--- src/rtl/pipe_stage_skid.sv ---
// pipe_stage_skid
// ---------------------------------------------------------------------------
// Generic pipeline stage register with a valid/ready handshake and a
// 2-entry skid buffer. in_ready is taken straight from a register
// (the skid-occupied flag), so back-pressure never forms a combinational
// path from out_ready to in_ready.
// Also provides a synchronous flush (bubble insert) and programmable
// payload/PC values after reset or flush.
//
// Ports:
//   clk        rising-edge clock
//   rst        asynchronous reset, active-low (0 = reset)
//   flush      synchronous kill of stage contents; overrides handshakes
//   in_valid   upstream presents a word
//   in_ready   stage can accept a word this cycle
//   in_data    upstream payload   [DATA_W]
//   in_pc      upstream PC        [PC_W]
//   out_valid  stage presents a word downstream
//   out_ready  downstream accepts this cycle
//   out_data   registered payload [DATA_W]
//   out_pc     registered PC      [PC_W]
//   count      occupancy 0..2
// ---------------------------------------------------------------------------
module pipe_stage_skid #(
  parameter int unsigned           DATA_W   = 32,
  parameter int unsigned           PC_W     = 32,
  parameter logic [DATA_W-1:0]     DATA_RST = 32'h0000_0000,
  parameter logic [PC_W-1:0]       PC_RST   = 32'h0000_3004
) (
  input  logic              clk,
  input  logic              rst,
  input  logic              flush,
  input  logic              in_valid,
  output logic              in_ready,
  input  logic [DATA_W-1:0] in_data,
  input  logic [PC_W-1:0]   in_pc,
  output logic              out_valid,
  input  logic              out_ready,
  output logic [DATA_W-1:0] out_data,
  output logic [PC_W-1:0]   out_pc,
  output logic [1:0]        count
);

  // Encoding chosen so bit 0 is main_v and bit 1 is skid_v.
  typedef enum logic [1:0] {
    EMPTY = 2'b00,
    ONE   = 2'b01,
    FULL  = 2'b11
  } state_t;

  state_t            state_reg, state_next;
  logic [DATA_W-1:0] main_d_reg, main_d_next;
  logic [PC_W-1:0]   main_pc_reg, main_pc_next;
  logic [DATA_W-1:0] skid_d_reg, skid_d_next;
  logic [PC_W-1:0]   skid_pc_reg, skid_pc_next;

  logic main_v;
  logic skid_v;
  logic in_fire;
  logic out_fire;

  assign main_v    = state_reg[0];
  assign skid_v    = state_reg[1];
  assign in_ready  = ~skid_v;
  assign out_valid = main_v;
  assign out_data  = main_d_reg;
  assign out_pc    = main_pc_reg;
  assign count     = {1'b0, main_v} + {1'b0, skid_v};
  assign in_fire   = in_valid & in_ready;
  assign out_fire  = out_valid & out_ready;

  always_ff @(posedge clk or negedge rst) begin
    if (!rst) begin
      state_reg   <= EMPTY;
      main_d_reg  <= DATA_RST;
      main_pc_reg <= PC_RST;
      skid_d_reg  <= DATA_RST;
      skid_pc_reg <= PC_RST;
    end else begin
      state_reg   <= state_next;
      main_d_reg  <= main_d_next;
      main_pc_reg <= main_pc_next;
      skid_d_reg  <= skid_d_next;
      skid_pc_reg <= skid_pc_next;
    end
  end

  always_comb begin
    state_next   = state_reg;
    main_d_next  = main_d_reg;
    main_pc_next = main_pc_reg;
    skid_d_next  = skid_d_reg;
    skid_pc_next = skid_pc_reg;

    if (flush) begin
      // Any word accepted this cycle is dropped; a word leaving this cycle
      // has already been taken by the downstream stage.
      state_next   = EMPTY;
      main_d_next  = DATA_RST;
      main_pc_next = PC_RST;
    end else begin
      unique case (state_reg)
        EMPTY: begin
          if (in_fire) begin
            main_d_next  = in_data;
            main_pc_next = in_pc;
            state_next   = ONE;
          end
        end
        ONE: begin
          if (in_fire && out_fire) begin
            main_d_next  = in_data;
            main_pc_next = in_pc;
          end else if (in_fire) begin
            // Downstream stalled: park the new word behind main.
            skid_d_next  = in_data;
            skid_pc_next = in_pc;
            state_next   = FULL;
          end else if (out_fire) begin
            // main_d/main_pc keep the delivered word as a harmless bubble.
            state_next = EMPTY;
          end
        end
        FULL: begin
          if (out_fire) begin
            main_d_next  = skid_d_reg;
            main_pc_next = skid_pc_reg;
            state_next   = ONE;
          end
        end
        default: state_next = EMPTY;
      endcase
    end
  end

endmodule

--- config.mk ---
export PLATFORM = sky130hd
export DESIGN_NAME = pipe_stage_skid
export DESIGN_NICKNAME = d
export VERILOG_FILES = /design/src/rtl/pipe_stage_skid.sv
export SDC_FILE = /design/constraint.sdc
export NUM_CORES = 1
export LEC_CHECK = 0
export CAP_MARGIN = 20
export CORE_MARGIN = 2
export CORE_UTILIZATION = 50
export DETAILED_ROUTE_END_ITERATION = 7
export MAX_ROUTING_LAYER = met4
export PLACE_DENSITY = 0.85
export SLEW_MARGIN = 20
export SYNTH_ARGS = -nofsm -noshare
export SYNTH_HDL_FRONTEND = slang
export SYNTH_SLANG_ARGS = --single-unit
--- constraint.sdc ---
create_clock -name clk -period 2.2 [get_ports clk]
set_input_delay 0.33 -clock clk [delete_from_list [all_inputs] [get_ports clk]]
set_output_delay 0.33 -clock clk [all_outputs]
set_load 0.01 [all_outputs]
==> reports/results.ini <==
[timing]
finalHoldViolCount = 0
slew_violations = 0
setup_viol = 0
finalCritPeriodShare_pct = 96.0
rsz0062_at_grt = false
period_minus_slack_ns = 2.11
worst-slew-pin-transition_ns = 0.797
fin_skew_ns = 0.00526
fin_setup_tns_ns = 0
clock.fmax_mhz = 474
relSlewSlack_pct = 46.8

[clocking]
cts_tree = yes
cts_buffers = 17
cts.clk_slew.worst_paths_ns = 0.06
h-tree-depth = 4
cts_setup_buffers = 0
clock_path_buffers = 2
clock_sinks = 130
clock_latency_ns = 0.42
cts-root-buf = clkbuf_16

[die]
start_util_pct = 51.7
fp.dieH_um = 113
design.core.area_um2 = 11500
die_x_um = 113
num_rows = 39
die-area_um2 = 12800
pin_count = 137

[routing]
ant_nets = 0
wl_met3_um = 748
wl_um = 13200
first_iter_violations = 210
wl_per_cell_um = 17.9
vias = 3908
wl_met2_um = 6580
drc = 12
firstDrtPassIters = 7
met1Wirelength_um = 5620
top_layer = met4
vias_per_cell = 5.32

[synth]
synth_adder_area_share_pct = 0.841
synth_area_per_cell_um2 = 13.6
synth-compound-area-share_pct = 0.631
synth_mux_area_share_pct = 35.3
synth-xor-area-share_pct = 0.147
synth.cell_area_um2 = 5950
synth-simple-area-share_pct = 5.34
syn_inst = 437
synth_top_family_by_area = multiplexers
synthDistinctLibCells = 25
ys_seq_elements = 130
ys_warn_count = 0
yosysSeqAreaShare_pct = 54.8
syn-num-nets = 510

[setup_path]
cp_data_arrival_time_ns = 1.78
crit_buf_inv = 2
crit_fanout = 21
max_stage_delay_ns = 0.57
startpoint_type = flop
worst-r2r-cell-count = 6
required_ns = 1.87
end_kind = output pin
critical-path-top-delay-family = buffers and inverters
cp.depth = 3
cp_slowest_cell = clkdlybuf4s50_1
path_class = flop to output pin
crit_path_cell_trace = ha_4, buf_12, clkdlybuf4s50_1

[placement]
io_buffers = 136
hpwl_um = 8940
routabilityCongestion = 0.771

[grt]
grt_pass1_wl_um = 21600
grt_antenna_before_repair = 0
grt_max_degree = 53
grt_pass1_vias = 4376
overflow = 0
grt_usage_pct = 22.6

[final_layout]
multi_input_comb_area_um2 = 2540
antenna_cells = 0
nFillCells = 795
seqCellArea_um2 = 3260
drive_gt1_share_pct = 11.0
utilization_pct = 71.2
fin_nets = 652
area_growth_syn_to_layout_pct = 37.7

[job]
maxCapViolations = 0

[status]
outcome = finished with violations
violations = DRC

[power]
p_per_area_nw_per_um2 = 1330
cellLeakagePower_nw = 3.50
worst_ir_drop_vdd_uv = 771

[min_path]
hp-class = primary input to asynchronous set/reset pin

-- final timing paths --
check                                  start        endpoint  slack (ns)
worst max-delay path            state_reg[0]        count[1]        0.09
worst min-delay path                     rst  skid_pc_reg[7]        0.47
worst max register to register  state_reg[1]       out_pc[6]        0.12
worst min register to register    out_pc[30]      out_pc[30]        0.49
max in group asynchronous                rst      out_pc[22]        1.06
min in group clk                  out_pc[30]      out_pc[30]        0.49
-- Yosys cell counts --
cell type	instances	area [um2]
mux2_1	125	1410
o21ai_1	1	5.00
nor2b_1	2	12.5
buf_6	6	67.6
clkbuf_1	6	22.5
nand3_2	1	10.0
a32oi_2	1	16.3
buf_4	1	7.51
a21boi_1	1	7.51
inv_1	2	7.51
ha_1	4	50.1
nand3_4	1	17.5
dfstp_2	6	158
nor2b_2	1	8.76
buf_2	13	65.1
nor2_1	62	233
mux2_2	4	45.0
inv_2	1	3.75
a211o_1	1	8.76
nand2_1	6	22.5
xnor2_1	1	8.76
or4_1	1	7.51
dfrtp_1	124	3100
mux2i_1	65	651
nand2b_1	1	6.26
-- worst reg2reg max path: cells and delay by family (launching register included) --
family	cells	cell delay, ns
and+or+nand+nor	2	0.66
muxes	1	0.37
DFF	1	0.42
buffers and inverters	2	0.30
adders and majority gates	1	0.21
-- logic make-up (layout without fill, tap and decap cells) --
family | after synthesis | after routing
buffers and inverters | 29 | 184
flip-flops | 130 | 130
XOR/XNOR | 1 | 1
AO/OA/AOI/OAI | 4 | 4
AND/OR/NAND/NOR | 75 | 75
multiplexers | 194 | 194
adder cells (fa/ha/maj) | 4 | 4
-- layout by cell type, fill, tap and decap left out, drive strengths merged --
cell,instances
buf,14
nand2b,1
a21boi,1
a211o,1
mux2,129
a32oi,1
clkbuf,19
clkdlybuf4s50,133
inv,4
dfstp,6
nand2,6
bufinv,5
or4,1
clkinvlp,5
ha,4
dlygate4sd3,1
o21ai,1
clkinv,2
xnor2,1
nor2,62
dfrtp,124
mux2i,65
dlymetal6s2s,1
nand3,2
nor2b,3
-- power by group --
part | internal, mW | switching (mW)
Sequential | 3.55 | 0.618
Combinational | 2.12 | 1.49
Clock | 2.07 | 1.03
Total | 7.74 | 3.15
-- stage by stage --
step	area (um2)	total power, mW	std cells	hold slack [ns]	setup WS, ns
after floorplan	5950	6.01	437	0.0344	0.161
after global placement	7510	7.62	702	0.345	0.103
after detailed placement	7510	7.85	702	0.360	0.00360
after CTS	8190	11.0	735	0.483	0.0184
after global routing	8200	11.5	735	0.500	0.0288
final	8200	10.9	735	0.474	0.0886
-- metal layers --
layer,global-route usage [%],up-vias
met2,36.3,115
met1,27.2,1961
met5,-,-
met4,8.62,0
met3,6.48,19
li1,-,1813
-- layout make-up --
class,instances,share of cell area (%)
sequential,130,39.8
clock buffer,19,5.53
multi-input combinational,278,31.0
tap,143,2.18
clock inverter,13,2.52
inverter,3,0.137
timing repair buffer,149,18.8
-- timing repair --
action,in CTS,in global routing
hold buffers,1,0
hold endpoints to repair,32,0
resized for setup,4,3
setup endpoints to repair,2,4
Power figures use the tool's default switching activity.
